File: config.mk
export PLATFORM = sky130hd
export DESIGN_NAME = eth_out_arbiter
export DESIGN_NICKNAME = d
export VERILOG_FILES = /design/src/rtl/eth_switch_pkg.sv /design/src/rtl/rr_picker.sv /design/src/rtl/eth_out_arbiter.sv
export SDC_FILE = /design/constraint.sdc
export NUM_CORES = 1
export LEC_CHECK = 0
export CORE_ASPECT_RATIO = 0.7
export CORE_MARGIN = 1.5
export CORE_UTILIZATION = 31
export CTS_BUF_LIST = sky130_fd_sc_hd__clkbuf_4 sky130_fd_sc_hd__clkbuf_8 sky130_fd_sc_hd__clkbuf_16
export DETAILED_ROUTE_END_ITERATION = 12
export PLACE_DENSITY = 0.87
export SETUP_SLACK_MARGIN = 0.5
export SLEW_MARGIN = 20
export SYNTH_ARGS = -nofsm -noshare
export SYNTH_HDL_FRONTEND = slang
export SYNTH_SLANG_ARGS = --single-unit
File: constraint.sdc
create_clock -name clk -period 4.1 [get_ports clk]
set_input_delay 0.82 -clock clk [delete_from_list [all_inputs] [get_ports clk]]
set_output_delay 0.82 -clock clk [all_outputs]
set_load 0.05 [all_outputs]
File: src/rtl/eth_switch_pkg.sv
// Shared types and sizing constants for the Ethernet switch datapath blocks.
// The egress arbiter and the fabric scheduler both pull their defaults from here.
package eth_switch_pkg;

  localparam int NUM_OF_PORTS       = 4;
  localparam int RXTX_DATA_SIZE     = 32;
  localparam int RXTXCTRL_BITS_SIZE = 4;
  localparam int FIFO_DEPTH         = 2048;
  localparam int IFG_CYC            = 3;
  localparam int ARB_TIMEOUT        = FIFO_DEPTH;

  typedef enum logic [1:0] {ARB_IDLE, ARB_SEND, ARB_GAP} ARB_STATE_t;

  // Width of a counter that must hold 0..max_val without wrapping (never 0 bits).
  function automatic int cnt_width(input int max_val);
    return (max_val < 1) ? 1 : $clog2(max_val + 1);
  endfunction

endpackage

File: src/rtl/rr_picker.sv
// Combinational round-robin picker: first set request at or above rr_ptr, with wrap.
// Kept standalone so the fabric scheduler can share it.
module rr_picker
  import eth_switch_pkg::*;
#(
  parameter int N  = NUM_OF_PORTS,
  parameter int PW = (N > 1) ? $clog2(N) : 1
) (
  input  logic [N-1:0]  req,
  input  logic [PW-1:0] rr_ptr,
  output logic [N-1:0]  pick,
  output logic [PW-1:0] pick_idx,
  output logic          pick_valid
);

  // One spare bit so rr_ptr + k never overflows before the explicit wrap.
  logic [PW:0] pos;

  always_comb begin
    pick       = '0;
    pick_idx   = '0;
    pick_valid = 1'b0;
    pos        = '0;
    for (int k = 0; k < N; k++) begin
      pos = {1'b0, rr_ptr} + (PW+1)'(k);
      if (pos >= (PW+1)'(N)) pos = pos - (PW+1)'(N);
      if (!pick_valid && req[pos[PW-1:0]]) begin
        pick_valid = 1'b1;
        pick_idx   = pos[PW-1:0];
      end
    end
    if (pick_valid) pick[pick_idx] = 1'b1;
  end

endmodule

File: src/rtl/eth_out_arbiter.sv
// Per-egress-port packet scheduler: packet-granular round-robin over NUM_PORTS queues,
// with an inter-frame gap after every packet and a stall watchdog that truncates dead packets.
module eth_out_arbiter
  import eth_switch_pkg::*;
#(
  parameter int NUM_PORTS   = NUM_OF_PORTS,
  parameter int DATA_W      = RXTX_DATA_SIZE,
  parameter int CTRL_W      = RXTXCTRL_BITS_SIZE,
  parameter int IFG_CYC     = eth_switch_pkg::IFG_CYC,
  parameter int TIMEOUT_CYC = ARB_TIMEOUT
) (
  input  logic                        clk,
  input  logic                        rst_n,
  input  logic [NUM_PORTS-1:0]        req,
  input  logic [NUM_PORTS-1:0]        in_valid,
  input  logic [NUM_PORTS-1:0]        in_last,
  input  logic [NUM_PORTS*DATA_W-1:0] in_data,
  input  logic [NUM_PORTS*CTRL_W-1:0] in_ctrl,
  output logic [NUM_PORTS-1:0]        in_ready,
  output logic                        out_valid,
  output logic                        out_last,
  output logic [DATA_W-1:0]           out_data,
  output logic [CTRL_W-1:0]           out_ctrl,
  input  logic                        out_ready,
  output logic [NUM_PORTS-1:0]        gnt,
  output logic                        busy,
  output logic                        abort
);

  localparam int PW       = (NUM_PORTS > 1) ? $clog2(NUM_PORTS) : 1;
  localparam int IW       = cnt_width(IFG_CYC);
  localparam int WW       = cnt_width(TIMEOUT_CYC - 1);
  localparam int IFG_LOAD = (IFG_CYC > 0) ? IFG_CYC - 1 : 0;
  localparam int WD_MAX   = (TIMEOUT_CYC > 0) ? TIMEOUT_CYC - 1 : 0;

  ARB_STATE_t state_q, state_d;
  logic [NUM_PORTS-1:0] gnt_q, gnt_d;
  logic [PW-1:0]        idx_q, idx_d;
  logic [PW-1:0]        rr_q, rr_d;
  logic [IW-1:0]        ifg_q, ifg_d;
  logic [WW-1:0]        wd_q, wd_d;

  logic [NUM_PORTS-1:0] pick;
  logic [PW-1:0]        pick_idx;
  logic                 pick_valid;

  logic                 send_st;
  logic                 sel_valid, sel_last;
  logic [DATA_W-1:0]    sel_data;
  logic [CTRL_W-1:0]    sel_ctrl;
  logic                 xfer, timeout, release_pkt;
  logic [PW-1:0]        rr_next;

  rr_picker #(.N(NUM_PORTS), .PW(PW)) u_picker (
    .req        (req),
    .rr_ptr     (rr_q),
    .pick       (pick),
    .pick_idx   (pick_idx),
    .pick_valid (pick_valid)
  );

  always_ff @(posedge clk or negedge rst_n) begin
    if (!rst_n) begin
      state_q <= ARB_IDLE;
      gnt_q   <= '0;
      idx_q   <= '0;
      rr_q    <= '0;
      ifg_q   <= '0;
      wd_q    <= '0;
    end else begin
      state_q <= state_d;
      gnt_q   <= gnt_d;
      idx_q   <= idx_d;
      rr_q    <= rr_d;
      ifg_q   <= ifg_d;
      wd_q    <= wd_d;
    end
  end

  // AND-OR mux on the one-hot grant; yields all zeros whenever nothing is granted.
  always_comb begin
    sel_valid = 1'b0;
    sel_last  = 1'b0;
    sel_data  = '0;
    sel_ctrl  = '0;
    for (int i = 0; i < NUM_PORTS; i++) begin
      if (gnt_q[i]) begin
        sel_valid = sel_valid | in_valid[i];
        sel_last  = sel_last  | in_last[i];
        sel_data  = sel_data  | in_data[i*DATA_W +: DATA_W];
        sel_ctrl  = sel_ctrl  | in_ctrl[i*CTRL_W +: CTRL_W];
      end
    end
  end

  assign send_st     = (state_q == ARB_SEND);
  assign xfer        = send_st & sel_valid & out_ready;
  assign timeout     = send_st & ~sel_valid & (wd_q == WW'(WD_MAX));
  assign release_pkt = (xfer & sel_last) | timeout;
  assign rr_next     = (idx_q == PW'(NUM_PORTS - 1)) ? '0 : idx_q + 1'b1;

  always_comb begin
    state_d = state_q;
    case (state_q)
      ARB_IDLE: if (pick_valid) state_d = ARB_SEND;
      ARB_SEND: if (release_pkt) state_d = (IFG_CYC == 0) ? ARB_IDLE : ARB_GAP;
      ARB_GAP:  if (ifg_q == '0) state_d = ARB_IDLE;
      default:  state_d = ARB_IDLE;
    endcase
  end

  always_comb begin
    gnt_d = gnt_q;
    idx_d = idx_q;
    rr_d  = rr_q;
    ifg_d = ifg_q;
    wd_d  = '0;
    case (state_q)
      ARB_IDLE: begin
        if (pick_valid) begin
          gnt_d = pick;
          idx_d = pick_idx;
        end
      end
      ARB_SEND: begin
        if (release_pkt) begin
          gnt_d = '0;
          rr_d  = rr_next;
          ifg_d = IW'(IFG_LOAD);
        end else if (!sel_valid) begin
          // Only cycles with no beat offered count; backpressure from out_ready does not.
          wd_d = (wd_q == WW'(WD_MAX)) ? wd_q : wd_q + 1'b1;
        end
      end
      ARB_GAP: begin
        if (ifg_q != '0) ifg_d = ifg_q - 1'b1;
      end
      default: gnt_d = '0;
    endcase
  end

  assign gnt       = gnt_q;
  assign busy      = (state_q != ARB_IDLE);
  assign abort     = timeout;
  assign out_valid = send_st & sel_valid;
  assign out_last  = send_st & sel_valid & sel_last;
  assign out_data  = sel_data;
  assign out_ctrl  = sel_ctrl;
  assign in_ready  = gnt_q & {NUM_PORTS{out_ready & send_st}};

endmodule

==> qor.yml, run 1 <==
outcome:
  outcome: "finished clean"
global_routing:
  grt_pass1_vias: 2742
  gr-total-overflow: 0
  grt_max_degree: 26
  grt_first_pass_wirelength_um: 14200
  grt_usage_pct: 26.0
  antenna_found_initial: 0
logic_synthesis:
  synth_compound_area_share_pct: 36.4
  ys_types: 40
  synth_top_cell_by_area: "dfrtp_1"
  syn_area_mm2: 0.00197
  synth_nets: 412
  synth_top_cell_area_share_pct: 29.2
  synth_top_family_by_area: "compound AO/OA/AOI/OAI gates"
  seq_area_frac_synth_pct: 29.2
  synth_seq_cells: 23
  yosys_warnings: 0
  synth_area_leaders: "dfrtp_1 29%, a22oi_1 29%, nand2_1 9.3%, nor2_1 4.2%, xor2_1 3.1%"
  synth-simple-area-share_pct: 21.4
  postSynthAreaPerCell_um2: 7.87
  synthAdderAreaFrac_pct: 1.91
  syn_inst: 250
  synth_mux_area_share_pct: 1.84
  synth-xor-area-share_pct: 4.01
clock_network:
  cts_hold_buf: 0
  worstSkewPairLatency_ps: 260
  cts_max_path_buffers: 2
  cts.sinks: 23
  cts_tree: "done"
  htree_levels: 1
  cts-root-buf: "clkbuf_8"
  path_clk_slew_ps: 80
  cts_inserted_buffers: 3
routing:
  ant_nets: 0
  drcViolationCount: 0
  viasPerCell: 5.23
  wire_per_inst_um: 17.8
  drtIter0Drc: 102
  drt-pass1-iter-count: 4
  via_count: 2766
  wl_um: 9430
die:
  io_pins: 207
  die_h_um: 69.7
  core_area_mm2: 0.00619
  dieArea_mm2: 0.00684
  rows: 24
  die_x_um: 98.2
  start_util_pct: 31.8
place:
  post-place-ws_ps: 480
  dp.final_hpwl_um: 7520
  place_inst: 525
  routabilityCongestion: 0.790
  io_buffer_count: 206
setup_path:
  worstPathMaxFanout: 3
  required_ps: 3280
  critical_path_class: "input port to primary output"
  path_common_cell: "clkdlybuf4s50_1"
  slowest_delay_ps: 800
  path_cells: "clkdlybuf4s50_1 -> a22oi_1 -> nand2_1 -> and2_1 -> clkdlybuf4s50_1"
  critPathSlowestCell: "clkdlybuf4s50_1"
  cp.arrival_ps: 2550
  crit_family: "buffers and inverters"
  cp_num_buf_inv: 2
  start_kind: "input port"
  cp-end-kind: "primary output"
power_and_ir_drop:
  power_density_mw_per_mm2: 731
  p_leak_nw: 1.75
  power.total_mw: 3.04
  peakVddDrop_mv: 0.415
timing:
  worst_slack_ps: 734
  slew_violations: 0
  min_period_ps: 3370
  hold_viol: 0
  rsz0062_at_grt: "false"
  fmax_mhz: 297
  slew-limit-headroom_pct: 59.1
  post-route-period-util_pct: 82.1
  tns_ps: 0
  hold_slack_ps: 493
  tightest_slew_ps: 612
  skew_ps: 1.68
  setup-violations-final: 0
layout:
  final_common_cell: "clkdlybuf4s50_1"
  nets: 614
  antenna_cells: 0
  mostFrequentLayoutCells: "203 x clkdlybuf4s50_1, 76 x a22oi_1, 49 x nand2_1"
  syn_to_final_growth_pct: 112
  fillers: 526
  fin_cells: 529
  layout-drive-gt1-share_pct: 5.10
hold_path:
  min_path_type: "flip-flop to flip-flop"
run:
  drv_cap: 0
worst register-to-register path, cell delays in order (launching register included):
cell	delay (ps)
dfrtp_1	400
buf_4	230
a22oi_1	290
nand2_1	180
a2bb2oi_4	330
mux2_4	340
synth_stat cells:
| master | count |
|---|---|
| o2bb2ai_1 | 1 |
| and2_1 | 1 |
| nand3b_1 | 1 |
| o2bb2a_1 | 1 |
| and4_4 | 2 |
| xor2_1 | 7 |
| nand3_2 | 1 |
| nor2_1 | 22 |
| clkbuf_1 | 12 |
| nand2b_1 | 3 |
| nand4_4 | 1 |
| buf_2 | 1 |
| and2b_4 | 1 |
| o21ai_0 | 2 |
| a21oi_2 | 1 |
| a21oi_1 | 3 |
| inv_1 | 10 |
| mux2_2 | 1 |
| mux2_4 | 1 |
| a22oi_1 | 76 |
| dfrtp_1 | 23 |
| xnor2_1 | 2 |
| o21ai_1 | 1 |
| nor3_1 | 1 |
| buf_1 | 4 |
| ha_1 | 3 |
| mux2i_1 | 1 |
| and3_1 | 1 |
| a21boi_0 | 1 |
| a2bb2oi_4 | 1 |
| a31oi_1 | 1 |
| nand3_1 | 7 |
| nand4_1 | 1 |
| o32ai_1 | 1 |
| a311oi_1 | 1 |
| o31ai_1 | 1 |
| nand2_1 | 49 |
| a21oi_4 | 1 |
| o22ai_1 | 1 |
| nor4_1 | 1 |
what timing repair did:
action                                  4_1_cts  5_1_grt
endpoints found under the setup margin        1        1
cloned                                        0        0
pin swaps                                     0        0
resized for setup                             1        1
buffers inserted                              0        0
metrics by stage:
stage / util, % / instance area (um2)
floorplan: - / 1970
global placement: 66.6 / 4120
detailed placement: 66.6 / 4120
CTS: 67.4 / 4170
global route: 67.3 / 4170
finish: 67.3 / 4170
routing by layer:
layer / GRT usage, % / vias to the layer above / share of wire [%]
met3: 4.33 / 12 / 6.5
met4: 5.32 / 0 / 1.3
li1: - / 1338 / -
met5: 0 / - / 0
met1: 31.9 / 1304 / 41
met2: 47.8 / 112 / 51
power breakdown:
| group | internal, mW | switching (mW) | leakage, nW |
|---|---|---|---|
| Clock | 0.0678 | 0.0724 | 0.0255 |
| Combinational | 0.900 | 1.66 | 1.43 |
| Sequential | 0.288 | 0.0527 | 0.302 |
registers in the layout, indices dropped and copies added, names as in the netlist:
name / cells
gnt: 4
ifg_q: 2
idx_q: 2
wd_q: 11
state_q: 2
rr_q: 2
path summary, 6_finish.rpt:
check | slack, ps | cells after the start | startpoint | to
max reg2reg | 2220 | 5 | gnt[2] | rr_q[1]
max | 730 | 5 | in_valid[1] | out_valid
min in group asynchronous | 520 | 1 | rst_n | ifg_q[1]
min reg2reg | 490 | 1 | wd_q[0] | wd_q[0]
min | 490 | 1 | wd_q[0] | wd_q[0]
max in group asynchronous | 3230 | 1 | rst_n | gnt[0]
logic make-up (layout without fill, tap and decap cells):
family	Yosys count	count (layout)
AO/OA/AOI/OAI	93	93
XOR/XNOR	9	9
adder cells (fa/ha/maj)	3	3
multiplexers	3	3
flip-flops	23	23
buffers and inverters	27	228
AND/OR/NAND/NOR	92	92
cell type report:
| cell class | instances | area, um2 | area share [%] |
|---|---|---|---|
| repair buffers | 214 | 2120 | 50.9 |
| multi-input cells | 200 | 1290 | 31.0 |
| flip-flops and latches | 23 | 576 | 13.8 |
| well taps | 78 | 97.6 | 2.34 |
| clock buffers | 3 | 41.3 | 0.991 |
| inverters | 10 | 37.5 | 0.901 |
| clock inverters | 1 | 5.00 | 0.120 |
No activity file was read; power rests on OpenSTA's default activity.
==> run 2: changes to the inputs <==
--- a/config.mk
+++ b/config.mk
@@ -7,10 +7,10 @@
 export LEC_CHECK = 0
 export CORE_ASPECT_RATIO = 0.7
 export CORE_MARGIN = 1.5
-export CORE_UTILIZATION = 31
+export CORE_UTILIZATION = 26
 export CTS_BUF_LIST = sky130_fd_sc_hd__clkbuf_4 sky130_fd_sc_hd__clkbuf_8 sky130_fd_sc_hd__clkbuf_16
 export DETAILED_ROUTE_END_ITERATION = 12
-export PLACE_DENSITY = 0.87
+export PLACE_DENSITY = 0.77
 export SETUP_SLACK_MARGIN = 0.5
 export SLEW_MARGIN = 20
 export SYNTH_ARGS = -nofsm -noshare
==> constraint.sdc (replaced) <==
create_clock -name clk -period 2.89 [get_ports clk]
set_input_delay 0.578 -clock clk [delete_from_list [all_inputs] [get_ports clk]]
set_output_delay 0.578 -clock clk [all_outputs]
set_load 0.05 [all_outputs]
==> qor.yml, run 2 (synthesis results as in run 1) <==
routing:
  viasPerCell: 5.09
  wire_per_inst_um: 18.1
  drtIter0Drc: 180
  drt-pass1-iter-count: 4
  ant_nets: 0
  via_count: 2817
  wl_um: 10000
  drcViolationCount: 0
setup_path:
  start_kind: "input port"
  worstPathMaxFanout: 3
  critical_path_class: "input port to primary output"
  cp.arrival_ps: 1760
  cp-end-kind: "primary output"
  required_ps: 2310
layout:
  largest_reg_flops: 11
  register_area_um2: 577
  final_area_mm2: 0.00470
  post-route-util_pct: 64.2
  multi_input_area_mm2: 0.00133
  layout-drive-gt1-share_pct: 18.0
  syn_to_final_growth_pct: 139
  final_common_cell: "clkdlybuf4s50_1"
  nets: 618
  mostFrequentLayoutCells: "156 x clkdlybuf4s50_1, 74 x a22oi_1, 48 x nand2_1"
  top_register: "wd_q"
  antenna_cells: 0
  fillers: 597
place:
  io_buffer_count: 206
  dpl_cell_area_mm2: 0.00459
  dp.final_hpwl_um: 7930
  routabilityCongestion: 0.823
global_routing:
  use_met3_pct: 4.02
  grt_pass1_vias: 2589
  met2_usage_pct: 38.3
  grt_first_pass_wirelength_um: 13500
  busiest_layer: "met2"
  grt_max_degree: 40
  antenna_found_initial: 0
  gr-total-overflow: 0
  met1_usage_pct: 28.5
  grt_usage_pct: 21.7
clock_network:
  path_clk_slew_ps: 80
  htree_levels: 1
  cts_max_path_buffers: 2
  cts_inserted_buffers: 3
  cts_hold_buf: 0
  cts.sinks: 23
  cts-root-buf: "clkbuf_8"
  cts_tree: "done"
  worstSkewPairLatency_ps: 260
die:
  start_util_pct: 26.9
  dieArea_mm2: 0.00811
  core_area_mm2: 0.00732
  die_x_um: 107
  die_h_um: 75.8
  io_pins: 207
  rows: 26
timing:
  slew-limit-headroom_pct: 58.3
  tightest_slew_ps: 622
  tns_ps: 0
  slew_violations: 0
  min_period_ps: 2340
  post-route-period-util_pct: 80.8
  rsz0062_at_grt: "true"
  hold_viol: 0
  setup-violations-final: 0
  skew_ps: 3.41
  fmax_mhz: 428
run:
  drv_cap: 0
power_and_ir_drop:
  peakVddDrop_mv: 0.528
  power.total_mw: 5.39
  power_density_mw_per_mm2: 1150
  p_leak_nw: 2.01
hold_path:
  min_path_type: "flip-flop to flip-flop"
outcome:
  outcome: "finished clean"
==> run 2: cell count changes in the layout (fill, tap and decap cells not counted), moves of 2 or more <==
cell	delta
clkdlybuf4s50_1	-47
a22oi_2	+2
buf_4	+7
buf_12	+44
nor2_2	+2
a22oi_1	-2
nor2_1	-2
==> run 2: repair_timing <==
action	4_1_cts	5_1_grt
setup buffers	2	3
gates resized for setup	5	4
endpoints found under the setup margin	3	29
hold endpoints to repair	0	0
cloned	0	0
pin swaps	2	3
==> run 2: metal layers <==
| layer | vias to the layer above | routed length (um) |
|---|---|---|
| met5 | - | 0 |
| met3 | 2 | 691 |
| met2 | 122 | 5060 |
| met4 | 0 | 40 |
| li1 | 1346 | - |
| met1 | 1347 | 4230 |
==> run 2: final timing paths <==
kind	start	endpoint	slack, ps	depth (start not counted)
worst max-delay path	in_valid[1]	out_last	550	6
worst min-delay path	ifg_q[0]	ifg_q[0]	500	1
worst max register to register	gnt[2]	rr_q[1]	900	7
worst min register to register	ifg_q[0]	ifg_q[0]	500	1
max in group asynchronous	rst_n	gnt[1]	1990	2
min in group asynchronous	rst_n	state_q[1]	650	2
==> run 2: per-stage QoR <==
| step | hold WS (ps) | cells | worst slack [ps] |
|---|---|---|---|
| 3_3_place_gp | 480 | 544 | 368 |
| 5_1_grt | 544 | 553 | 461 |
| 3_5_place_dp | 489 | 544 | 316 |
| 2_1_floorplan | 282 | 250 | 238 |
| 4_1_cts | 502 | 550 | 488 |
| 6_report | 498 | 553 | 554 |
==> run 2: worst max-delay path: stages <==
cell	delay [ps]
clkdlybuf4s50_1	410
a22oi_2	160
nand2_2	120
and2_4	160
a21boi_2	160
buf_12	170
==> run 2: layout make-up <==
type / instances / share of cell area, %
clock inverter: 1 / 0.107
multi-input combinational: 200 / 28.2
inverter: 10 / 0.799
timing repair buffer: 218 / 55.1
tap: 98 / 2.61
clock buffer: 3 / 0.879
sequential: 23 / 12.3
==> run 2: power by group <==
part | total, mW | switching, mW | internal [mW]
Clock | 0.200 | 0.104 | 0.0963
Sequential | 0.505 | 0.0958 | 0.409
Combinational | 4.69 | 2.60 | 2.09
==> run 3: changes to the inputs <==
--- a/config.mk
+++ b/config.mk
@@ -7,10 +7,10 @@
 export LEC_CHECK = 0
 export CORE_ASPECT_RATIO = 0.7
 export CORE_MARGIN = 1.5
-export CORE_UTILIZATION = 26
+export CORE_UTILIZATION = 29
 export CTS_BUF_LIST = sky130_fd_sc_hd__clkbuf_4 sky130_fd_sc_hd__clkbuf_8 sky130_fd_sc_hd__clkbuf_16
 export DETAILED_ROUTE_END_ITERATION = 12
-export PLACE_DENSITY = 0.77
+export PLACE_DENSITY = 0.82
 export SETUP_SLACK_MARGIN = 0.5
 export SLEW_MARGIN = 20
 export SYNTH_ARGS = -nofsm -noshare
==> constraint.sdc (replaced) <==
create_clock -name clk -period 2.15 [get_ports clk]
set_input_delay 0.43 -clock clk [delete_from_list [all_inputs] [get_ports clk]]
set_output_delay 0.43 -clock clk [all_outputs]
set_load 0.05 [all_outputs]
==> qor.yml, run 3 (synthesis results as in run 1) <==
routing:
  drtIter0Drc: 205
  ant_nets: 0
  wl_um: 15300
  drt-pass1-iter-count: 4
  via_count: 3414
  wire_per_inst_um: 26.2
  drcViolationCount: 0
  viasPerCell: 5.84
layout:
  largest_reg_flops: 11
  fin_cells: 585
  nets: 656
  mostFrequentLayoutCells: "151 x clkdlybuf4s50_1, 60 x a22oi_2, 56 x buf_12"
  layout-drive-gt1-share_pct: 48.5
  top_register: "wd_q"
  post-route-util_pct: 90.6
  syn_to_final_growth_pct: 195
  final_common_cell: "clkdlybuf4s50_1"
global_routing:
  grt_usage_pct: 31.4
  grt_pass1_vias: 3257
  busiest_layer: "met2"
  use_met3_pct: 8.48
  grt_first_pass_wirelength_um: 17400
  antenna_found_initial: 1
  met2_usage_pct: 59.4
  gr-total-overflow: 0
  grt_max_degree: 24
  met1_usage_pct: 33.8
power_and_ir_drop:
  cell_internal_pwr_mw: 4.63
  pwr-share-clk_pct: 3.1
  pwr-share-seq_pct: 8.1
  switchingPower_mw: 4.69
  combinationalPowerShare_pct: 88.8
  peakVddDrop_mv: 1.08
  p_leak_nw: 2.32
  power_density_mw_per_mm2: 1610
  switching_share_pct: 50.3
timing:
  hold_slack_ps: 511
  fmax_mhz: 483
  skew_ps: 16.4
  slew_violations: 0
  min_period_ps: 2070
  slew-limit-headroom_pct: 72.9
  tightest_slew_ps: 406
  post-route-period-util_pct: 96.3
  hold_viol: 0
  tns_ps: 0
  rsz0062_at_grt: "true"
  setup-violations-final: 0
clock_network:
  htree_levels: 1
  cts.sinks: 23
  cts_tree: "done"
  worstSkewPairLatency_ps: 270
  cts_max_path_buffers: 2
  path_clk_slew_ps: 70
  cts-root-buf: "clkbuf_8"
  cts_inserted_buffers: 3
  cts_hold_buf: 0
setup_path:
  required_ps: 1720
  worstPathMaxFanout: 6
  rr_worst_depth: 8
  slowest_delay_ps: 540
  cp-end-kind: "primary output"
  cp_num_buf_inv: 1
  critical_path_class: "flip-flop to primary output"
  start_kind: "flip-flop"
  cp.arrival_ps: 1640
  crit_family: "flip-flops"
  path_cells: "a22oi_2 -> nand2_2 -> and2_4 -> a21boi_4 -> buf_12"
  critPathSlowestCell: "dfrtp_2"
  cp.depth: 5
place:
  routabilityCongestion: 0.845
  place_inst: 544
  io_buffer_count: 206
  dp.final_hpwl_um: 8600
outcome:
  outcome: "finished clean"
hold_path:
  whs_path_depth: 1
  min_path_type: "flip-flop to flip-flop"
die:
  die_x_um: 101
  die_h_um: 71.9
  core_area_mm2: 0.00640
  start_util_pct: 30.8
  rows: 24
  dieArea_mm2: 0.00730
  io_pins: 207
run:
  drv_cap: 0
[run 3: power by group through the flow]
stage | combinational [mW] | sequential [mW] | clock [mW]
finish | 8.28 | 0.752 | 0.291
global route | 8.47 | 0.763 | 0.308
CTS | 7.51 | 0.725 | 0.273
detailed placement | 6.61 | 0.719 | 0
global placement | 6.53 | 0.712 | 0
floorplan | 3.38 | 0.764 | 0
[run 3: area by class of cell]
cell class / instances / area [um2]
antenna: 1 / 2.50
clock buffer: 4 / 48.8
fill: 255 / 598
inverter: 10 / 43.8
multi-input combinational: 200 / 1840
sequential: 23 / 582
tap: 91 / 114
timing repair buffer: 256 / 3170
[run 3: path summary, 6_finish.rpt]
kind	slack (ps)	start	endpoint
setup / recovery	80	gnt[0]	out_last
hold / removal	510	idx_q[0]	rr_q[0]
setup reg to reg	150	gnt[0]	gnt[1]
hold reg to reg	510	idx_q[0]	rr_q[0]
max in group asynchronous	1360	rst_n	gnt[1]
min in group asynchronous	520	rst_n	state_q[1]
[run 3: timing repair]
| item | CTS | global route |
|---|---|---|
| endpoints found under the setup margin | 54 | 66 |
| gates cloned | 3 | 2 |
| gates resized for setup | 89 | 41 |
| buffers inserted | 17 | 14 |
| pin swaps | 17 | 28 |
[run 3: metrics by stage]
| step | worst slack, ps | cell area [um2] | total power, mW |
|---|---|---|---|
| global placement | 36.3 | 4840 | 7.24 |
| finish | 80.5 | 5800 | 9.32 |
| floorplan | 247 | 2190 | 4.14 |
| detailed placement | 0.758 | 4840 | 7.33 |
| global route | 47.0 | 5800 | 9.54 |
| CTS | 170 | 5450 | 8.50 |
[run 3: per-layer routing]
layer | share of wire (%) | up-vias | wire [um]
li1 | - | 1430 | -
met1 | 33 | 1665 | 5040
met2 | 52 | 244 | 8020
met3 | 9.0 | 75 | 1380
met4 | 5.8 | 0 | 897
met5 | 0 | - | 0
[run 3: worst register-to-register path: stages (launching register included)]
cell and delay (ps):
dfrtp_2 540, a22oi_2 260, buf_4 160, buf_4 100
nand3_2 110, a2bb2oi_4 230, buf_6 150, a21oi_4 220
o22ai_2 110
